<file path="src/rtl/npu_pkg.sv">
// Shared constants, FSM encoding and read-mask helper for the line-buffer controller.
package npu_pkg;

    localparam int unsigned IMG_W_DFLT = 6;
    localparam int unsigned NUM_LB     = 4;
    localparam int unsigned WIDTH_DFLT = 8;
    localparam int unsigned SEL_W      = 2;

    typedef enum logic {
        ST_IDLE = 1'b0,
        ST_READ = 1'b1
    } lb_state_e;

    // Three consecutive buffers starting at the top row; the fourth is the write target.
    function automatic logic [NUM_LB-1:0] rd_mask(input logic [SEL_W-1:0] top);
        logic [NUM_LB-1:0] m;
        m = '1;
        m[top + SEL_W'(3)] = 1'b0;
        return m;
    endfunction

endpackage

</file>
<file path="src/rtl/mod_counter.sv">
// Modulo-MOD up-counter with enable and a combinational wrap pulse.
module mod_counter #(
    parameter int unsigned MOD = 4,
    localparam int unsigned CNT_W = (MOD > 1) ? $clog2(MOD) : 1
) (
    input  logic             i_clk,
    input  logic             i_rst,
    input  logic             i_en,
    output logic [CNT_W-1:0] o_count,
    output logic             o_wrap_c
);

    logic [CNT_W-1:0] count_q;
    logic [CNT_W-1:0] count_d;

    assign o_wrap_c = i_en && (count_q == CNT_W'(MOD - 1));
    assign o_count  = count_q;

    // Next count: hold, increment, or wrap to zero at MOD-1.
    always_comb begin
        count_d = count_q;
        if (i_en) begin
            count_d = o_wrap_c ? '0 : count_q + CNT_W'(1);
        end
    end

    // Count register.
    always_ff @(posedge i_clk or posedge i_rst) begin
        if (i_rst) begin
            count_q <= '0;
        end else begin
            count_q <= count_d;
        end
    end

endmodule

</file>
<file path="src/rtl/linebuf_ctrl.sv">
// Write/read sequencing for four rotating line buffers feeding a 3x3 window.
module linebuf_ctrl
    import npu_pkg::*;
#(
    parameter int unsigned IMG_W = IMG_W_DFLT,
    parameter int unsigned WIDTH = WIDTH_DFLT
) (
    input  logic              i_clk,
    input  logic              i_rst,
    input  logic              i_pix_valid,
    input  logic [WIDTH-1:0]  i_pix_data,
    output logic              o_pix_ready,
    output logic [NUM_LB-1:0] o_lb_wr_en,
    output logic [WIDTH-1:0]  o_lb_wdata,
    output logic [NUM_LB-1:0] o_lb_rd_en,
    output logic [SEL_W-1:0]  o_top_sel,
    output logic              o_win_valid,
    output logic              o_row_done
);

    localparam int unsigned COL_W     = $clog2(IMG_W);
    localparam int unsigned CAP       = NUM_LB * IMG_W;
    localparam int unsigned FILL_W    = $clog2(CAP + 1);
    localparam int unsigned START_LVL = 3 * IMG_W;

    lb_state_e         state_q, state_d;
    logic [FILL_W-1:0] fill_q, fill_d;
    logic [NUM_LB-1:0] rd_en_q, rd_en_d;
    logic              win_valid_q, win_valid_d;
    logic              row_done_q, row_done_d;
    logic [COL_W-1:0]  rd_col_d;

    logic              accept;
    logic              rd_active;
    logic              last_rd;
    logic [COL_W-1:0]  wr_col;
    logic [COL_W-1:0]  rd_col;
    logic [SEL_W-1:0]  wr_sel;
    logic [SEL_W-1:0]  rd_sel;
    logic              wr_col_wrap;
    logic              wr_sel_wrap;
    logic              rd_sel_wrap;
    logic              unused_wraps;

    // No pixel is taken while reset is held, so the write strobes stay quiet.
    assign o_pix_ready  = (fill_q < FILL_W'(CAP));
    assign accept       = i_pix_valid & o_pix_ready & ~i_rst;
    assign rd_active    = (state_q == ST_READ);
    assign unused_wraps = wr_sel_wrap ^ rd_sel_wrap;

    mod_counter #(.MOD(IMG_W)) u_wr_col (
        .i_clk(i_clk), .i_rst(i_rst), .i_en(accept),
        .o_count(wr_col), .o_wrap_c(wr_col_wrap)
    );

    mod_counter #(.MOD(NUM_LB)) u_wr_sel (
        .i_clk(i_clk), .i_rst(i_rst), .i_en(wr_col_wrap),
        .o_count(wr_sel), .o_wrap_c(wr_sel_wrap)
    );

    mod_counter #(.MOD(IMG_W)) u_rd_col (
        .i_clk(i_clk), .i_rst(i_rst), .i_en(rd_active),
        .o_count(rd_col), .o_wrap_c(last_rd)
    );

    mod_counter #(.MOD(NUM_LB)) u_rd_sel (
        .i_clk(i_clk), .i_rst(i_rst), .i_en(last_rd),
        .o_count(rd_sel), .o_wrap_c(rd_sel_wrap)
    );

    // Write strobe follows the accepted pixel into the current write buffer.
    always_comb begin
        o_lb_wr_en = '0;
        if (accept) begin
            o_lb_wr_en[wr_sel] = 1'b1;
        end
    end

    assign o_lb_wdata = i_pix_data;
    assign o_top_sel  = rd_sel;
    assign o_lb_rd_en = rd_en_q;
    assign o_win_valid = win_valid_q;
    assign o_row_done  = row_done_q;

    // Next state, occupancy and the registered read-side outputs.
    always_comb begin
        state_d     = state_q;
        fill_d      = fill_q;
        rd_col_d    = rd_col;
        rd_en_d     = '0;
        win_valid_d = 1'b0;
        row_done_d  = 1'b0;

        case (state_q)
            ST_IDLE: begin
                if (fill_q >= FILL_W'(START_LVL)) begin
                    state_d = ST_READ;
                end
            end
            ST_READ: begin
                rd_col_d = last_rd ? '0 : rd_col + COL_W'(1);
                if (last_rd) begin
                    state_d = ST_IDLE;
                end
            end
            default: state_d = ST_IDLE;
        endcase

        case ({accept, last_rd})
            2'b10:   fill_d = fill_q + FILL_W'(1);
            2'b01:   fill_d = fill_q - FILL_W'(IMG_W);
            2'b11:   fill_d = fill_q + FILL_W'(1) - FILL_W'(IMG_W);
            default: fill_d = fill_q;
        endcase

        // rd_sel only moves on the cycle that leaves READ, so it is stable here.
        if (state_d == ST_READ) begin
            rd_en_d     = rd_mask(rd_sel);
            win_valid_d = (rd_col_d <= COL_W'(IMG_W - 3));
            row_done_d  = (rd_col_d == COL_W'(IMG_W - 1));
        end
    end

    // FSM state, occupancy and registered outputs.
    always_ff @(posedge i_clk or posedge i_rst) begin
        if (i_rst) begin
            state_q     <= ST_IDLE;
            fill_q      <= '0;
            rd_en_q     <= '0;
            win_valid_q <= 1'b0;
            row_done_q  <= 1'b0;
        end else begin
            state_q     <= state_d;
            fill_q      <= fill_d;
            rd_en_q     <= rd_en_d;
            win_valid_q <= win_valid_d;
            row_done_q  <= row_done_d;
        end
    end

endmodule

</file>
<file path="config.mk">
export PLATFORM = sky130hd
export DESIGN_NAME = linebuf_ctrl
export DESIGN_NICKNAME = d
export VERILOG_FILES = /design/src/rtl/npu_pkg.sv /design/src/rtl/mod_counter.sv /design/src/rtl/linebuf_ctrl.sv
export SDC_FILE = /design/constraint.sdc
export NUM_CORES = 1
export LEC_CHECK = 0
export BUFFER_PORTS_ARGS = -buffer_cell sky130_fd_sc_hd__buf_4
export CELL_PAD_IN_SITES_DETAIL_PLACEMENT = 2
export CELL_PAD_IN_SITES_GLOBAL_PLACEMENT = 2
export CORE_MARGIN = 1.5
export CORE_UTILIZATION = 35
export CTS_CLUSTER_DIAMETER = 60
export DETAILED_ROUTE_END_ITERATION = 16
export HOLD_SLACK_MARGIN = 0.03
export PLACE_DENSITY = 0.89
export SLEW_MARGIN = 20
export SYNTH_ARGS = -nofsm -noshare
export SYNTH_HDL_FRONTEND = slang
export SYNTH_SLANG_ARGS = --single-unit
export TNS_END_PERCENT = 5
</file>
<file path="constraint.sdc">
create_clock -name i_clk -period 4.41 [get_ports i_clk]
set_input_delay 0.441 -clock i_clk [delete_from_list [all_inputs] [get_ports i_clk]]
set_output_delay 0.441 -clock i_clk [all_outputs]
set_load 0.01 [all_outputs]
</file>
==> flow_metrics.py, run 1 <==
metrics = {
    "status": {
        "status": "finished clean",
    },
    "sta": {
        "setup_tns_ps": 0,
        "fmax_mhz": 458.3,
        "finalHoldViolCount": 0,
        "slew-limit-headroom_pct": 42.92,
        "holdWs_ps": 360.3,
        "fin_worst_skew_ps": 2.923,
        "finalMaxSlewViolations": 0,
        "min_period_ps": 2182,
        "fin_crit_sh_pct": 49.48,
        "worstMarginPinSlew_ps": 855.2,
        "rsz0062_at_grt": "false",
        "finalSetupViolCount": 0,
    },
    "route": {
        "wl_um": 2986,
        "drtAntennaViolNets": 0,
        "first_pass_iters": 3,
        "avgRoutedWirePerCell_um": 16.14,
        "avgViaCountPerCell": 5.086,
        "via_count": 941,
        "drc": 0,
        "drt_iter0_drc": 23,
    },
    "placement": {
        "hpwl_um": 2317,
        "dp_cells": 182,
        "place_congestion": 0.7426,
        "portBuffers": 15,
    },
    "global_routing": {
        "grt_pass1_wl_um": 5244,
        "grt_use_total_pct": 16.45,
        "grt-ovfl-total": 0,
        "grt_pass1_vias": 1059,
        "antenna_found_initial": 0,
        "grt_max_degree": 23,
    },
    "cts": {
        "cts_tree": "yes",
        "clockBufferDepth": 2,
        "insertion_delay_ps": 270,
        "clk_pin_slew_ps": 70,
        "ctsResizeCount": 0,
        "cts_buffers": 3,
        "cts_sinks": 22,
        "cts_hold_buffers": 0,
        "cts_root_buf": "clkbuf_8",
        "cts_setup_buffers": 0,
        "ctsHtreeMaxLevel": 1,
    },
    "power_and_ir_drop": {
        "ir_worst_vdd_v": 0.0002746,
        "totalPowerFinal_uw": 996.6,
        "power_density_mw_per_mm2": 680.8,
        "p_leak_nw": 0.6873,
    },
    "logic_synthesis": {
        "synthArstFlopShare_pct": 100.0,
        "synth_top_area_cell": "dfrtp_1",
        "ys_seq_area_share_pct": 40.63,
        "ys_ff_latch": 22,
        "netlist_area_mm2": 0.001355,
        "synth_edf_count": 0,
        "synthFlopType": "dfrtp_1",
        "synth_fa_ha_area_share_pct": 13.85,
        "ys_warn_count": 0,
        "synth_simple_gate_area_share_pct": 18.74,
        "synth_top_area_share_pct": 40.63,
        "ys_types": 32,
        "syn-num-nets": 157,
        "synth_top_family_by_area": "simple AND/OR/NAND/NOR gates",
        "synthMuxAreaShare_pct": 3.970,
        "synth_xor_area_share_pct": 3.878,
        "ys_top_cells_by_area": "dfrtp_1 41%, ha_1 14%, buf_4 4.4%",
        "syn_avg_cell_area_um2": 10.34,
        "syn_inst": 131,
        "synth_compound_area_share_pct": 8.957,
    },
    "die": {
        "start_util_pct": 36.74,
        "num_rows": 22,
        "die_x_um": 65.22,
        "die_area_mm2": 0.004254,
        "core_mm2": 0.003689,
        "die_h_um": 65.22,
        "ioPinCount": 32,
    },
    "layout": {
        "layout-drive-gt1-share_pct": 18.98,
        "nets": 165,
        "final_util_pct": 39.69,
        "n_antenna_cell": 0,
        "syn_to_final_growth_pct": 8.033,
        "final_cells": 185,
        "fillers": 416,
    },
    "worst_setup_path": {
        "arrival_ps": 2370,
        "crit_fanout": 7,
        "path_class": "register to register",
        "cp-end-kind": "register",
        "worstPathRequired_ps": 4590,
        "start_kind": "register",
    },
    "job": {
        "drv_cap": 0,
    },
    "min_path": {
        "hold_path_class": "input port to async pin",
    },
}
state kept, by name, indices dropped and copies added, names as in the netlist:
signal and count:
u_rd_sel.o_count 2, fill_q 5, o_row_done 1, u_wr_sel.o_count 2, u_wr_col.o_count 3, o_win_valid 1, o_lb_rd_en 4, rd_active 1
u_rd_col.o_count 3
power by group:
part	internal, mW	switching, mW	leakage (nW)
Combinational	0.213	0.245	0.397
Clock	0.0611	0.0640	0.0216
Sequential	0.299	0.114	0.269
cell families after synthesis:
logic type,after synthesis
flops,22
fa+ha+maj,15
simple gates,43
compound gates,20
xor+xnor,6
mux,5
buf+inv,20
per-stage QoR:
| step | area (um2) | setup WS, ps |
|---|---|---|
| final | 1464 | 2228 |
| after global routing | 1464 | 2027 |
| after CTS | 1464 | 2174 |
| after detailed placement | 1423 | 2029 |
| after global placement | 1423 | 2266 |
| after floorplan | 1355 | 2472 |
cells in the mapped netlist, types with 2 or more instances:
cell	number
and3_1	4
nor2_1	10
nand3b_1	3
a21o_1	2
o21ai_0	9
ha_1	15
buf_4	8
xnor2_1	5
mux2_2	3
a211oi_1	2
inv_1	8
dfrtp_1	22
a21oi_1	4
mux2i_1	2
nand2b_1	2
nand3_1	3
nand2_1	11
buf_6	4
layout make-up:
| class | count | area (um2) | share of cell area [%] |
|---|---|---|---|
| Timing Repair Buffer | 15 | 112.6 | 7.692 |
| Sequential cell | 22 | 550.5 | 37.61 |
| Clock buffer | 3 | 41.29 | 2.821 |
| Tap cell | 48 | 60.06 | 4.103 |
| Inverter | 8 | 30.03 | 2.051 |
| Multi-Input combinational cell | 89 | 669.4 | 45.73 |
final timing paths:
path	startpoint	endpoint	slack (ps)	cells after the start
max	fill_q[3]	fill_q[3]	2230	7
min	i_rst	fill_q[4]	360	2
max reg2reg	fill_q[3]	fill_q[3]	2230	7
min reg2reg	u_wr_col.o_count[0]	u_wr_col.o_count[0]	560	1
max in group asynchronous	i_rst	u_rd_col.o_count[1]	3520	2
min in group i_clk	u_wr_col.o_count[0]	u_wr_col.o_count[0]	560	1
cells in the final DEF, fill, tap and decap left out, drive strengths merged, types with 4 or more instances in the layout:
cell / count
inv: 8
buf: 15
and3: 5
nor2: 10
dfrtp: 22
xnor2: 5
o21ai: 9
nand2: 11
ha: 15
a21oi: 4
nand3: 5
critical path, cell delays in order, from the launching register on:
cell	delay [ps]
dfrtp_1	470
a21oi_1	600
nand3_1	220
xnor2_1	170
ha_1	200
nor2_1	130
xnor2_1	150
xnor2_1	150
routing by layer:
layer	GRT usage (%)	vias up	part of all wire [%]
li1	-	449	-
met1	18.19	467	40
met2	31.12	21	55
met3	3.253	4	3.8
met4	5.469	0	1.3
met5	0	-	0
(Power assumes the default switching activity.)
==> inputs of run 2 (changes only) <==
- CORE_UTILIZATION: 35 -> 33
- PLACE_DENSITY: 0.89 -> 0.85
- clock period: 4.41 -> 2.25 ns (I/O delays scaled with it)
==> run 2 against run 1 <==
  * Cell count is 2.2% higher
  * Via count is 1.5% lower
  * Fmax grew 8.2%
  * Worst setup slack worse by 2000 ps
  * First-iteration DRC count shrank 57%
  * Combinational power is 100% higher
  * Sequential cell count did not move
  * Core utilization shrank 1.8 points
  * Highest routed layer is now met3
==> flow_metrics.py, run 2 (synthesis gave the netlist of run 1 again) <==
metrics = {
    "cts": {
        "clk_pin_slew_ps": 90,
        "cts_tree": "yes",
        "cts_root_buf": "clkbuf_8",
        "cts_sinks": 22,
        "ctsHtreeMaxLevel": 1,
        "clockBufferDepth": 2,
        "cts_setup_buffers": 0,
        "cts_buffers": 3,
        "insertion_delay_ps": 270,
    },
    "worst_setup_path": {
        "path_class": "register to register",
        "crit_path_max_incr_delay_ps": 390,
        "r2r_setup_slack_ps": 230,
        "arrival_ps": 2210,
        "crit_path_frequent_cell": "xnor2_1",
        "crit_chain": "inv_1, ha_2, and3_4, nand3_4, mux2_2, ha_1, nor2_1, xnor2_1, xnor2_1",
        "crit_fanout": 8,
        "slowest_stage": "dfrtp_1",
        "worstPathRequired_ps": 2440,
        "start_kind": "register",
        "cp-end-kind": "register",
    },
    "power_and_ir_drop": {
        "ir_worst_vdd_v": 0.0005968,
        "power_density_mw_per_mm2": 1398,
        "p_leak_nw": 0.7052,
    },
    "placement": {
        "place_congestion": 0.7448,
        "portBuffers": 15,
        "dp_slack_ps": 207.4,
        "hpwl_um": 2291,
    },
    "sta": {
        "finalMaxSlewViolations": 0,
        "worstMarginPinSlew_ps": 856.1,
        "setup_slack_ps": 232.7,
        "finalHoldViolCount": 0,
        "rsz0062_at_grt": "false",
        "holdWs_ps": 141.1,
        "fin_worst_skew_ps": 6.832,
        "slew-limit-headroom_pct": 42.86,
        "fin_crit_sh_pct": 89.66,
        "finalSetupViolCount": 0,
        "fmax_mhz": 495.7,
        "min_period_ps": 2017,
        "setup_tns_ps": 0,
    },
    "global_routing": {
        "grt_use_total_pct": 15.96,
        "grt_pass1_wl_um": 5340,
        "antenna_found_initial": 0,
        "grt_pass1_vias": 1086,
        "grt_max_degree": 23,
        "grt-ovfl-total": 0,
    },
    "layout": {
        "syn_to_final_growth_pct": 11.17,
        "largest_reg_flops": 5,
        "fillers": 423,
        "n_antenna_cell": 0,
        "layout_commonest_cell": "dfrtp_1",
        "most-common-layout-cells": "22 x dfrtp_1, 16 x buf_4, 14 x ha_1",
        "nets": 166,
        "layout-drive-gt1-share_pct": 20.86,
        "largest-register": "fill_q",
    },
    "die": {
        "start_util_pct": 34.12,
        "num_rows": 23,
        "ioPinCount": 32,
        "core_mm2": 0.003971,
        "die_area_mm2": 0.004500,
        "die_h_um": 67.08,
        "die_x_um": 67.08,
    },
    "route": {
        "first_pass_iters": 3,
        "drt_iter0_drc": 10,
        "avgViaCountPerCell": 4.905,
        "via_count": 927,
        "drc": 0,
        "avgRoutedWirePerCell_um": 16.06,
        "wl_um": 3035,
        "drtAntennaViolNets": 0,
    },
    "status": {
        "status": "finished clean",
    },
    "job": {
        "drv_cap": 0,
    },
    "min_path": {
        "hold_path_class": "input port to async pin",
    },
}
run 2: changes by cell type in the layout (fill, tap and decap cells not counted), sizes merged:
cell	before	now
buf	15	16
bufinv	0	1
run 2: worst max-delay path: cells and delay by family, from the launching register on:
family,cells,cell delay [ps]
XOR/XNOR,2,290
adder cells (fa/ha/maj),2,400
buffers and inverters,1,80
flip-flops,1,390
multiplexers,1,290
AND/OR/NAND/NOR,3,480
run 2: through the flow:
stage / cells / util [%] / total power [mW] / instance area, um2
after floorplan: 131 / - / 1.450 / 1355
after global placement: 185 / 36.07 / 1.647 / 1433
after detailed placement: 185 / 36.07 / 1.755 / 1433
after CTS: 189 / 37.87 / 2.152 / 1504
after global routing: 189 / 37.93 / 2.319 / 1506
final: 189 / 37.93 / 2.106 / 1506
run 2: final cells by class:
class | count | area, um2 | share of cell area [%]
Tap cell | 50 | 62.56 | 4.153
Multi-Input combinational cell | 89 | 671.9 | 44.60
Clock buffer | 3 | 41.29 | 2.741
Inverter | 8 | 30.03 | 1.993
Clock inverter | 1 | 30.03 | 1.993
Timing Repair Buffer | 16 | 120.1 | 7.973
Sequential cell | 22 | 550.5 | 36.54
run 2: path summary, 6_finish.rpt:
kind / endpoint / startpoint / cells past startpoint
max: fill_q[3] / u_rd_col.o_count[1] / 9
max in group asynchronous: o_lb_rd_en[2] / i_rst / 2
min reg2reg: u_wr_col.o_count[2] / u_wr_col.o_count[2] / 1
max reg2reg: fill_q[3] / u_rd_col.o_count[1] / 9
min in group i_clk: o_lb_wdata[0] / i_pix_data[0] / 0
min: fill_q[3] / i_rst / 2
run 2: what timing repair did:
item,4_1_cts,5_1_grt
hold buffers,0,0
endpoints found under the setup margin,0,1
gates resized for setup,0,1
run 2: layer usage:
metal / global-route usage [%] / up-vias / share of wire [%] / wire length (um)
li1: - / 451 / - / -
met1: 18.43 / 453 / 43 / 1318
met2: 30.45 / 23 / 53 / 1601
met3: 3.209 / 0 / 3.8 / 115
met4: 2.296 / 0 / 0 / 0
met5: 0 / - / 0 / 0
run 2: power breakdown:
part	switching (mW)	total, mW	internal, mW
combinational	0.496	0.924	0.429
clock	0.137	0.375	0.238
sequential	0.220	0.806	0.586
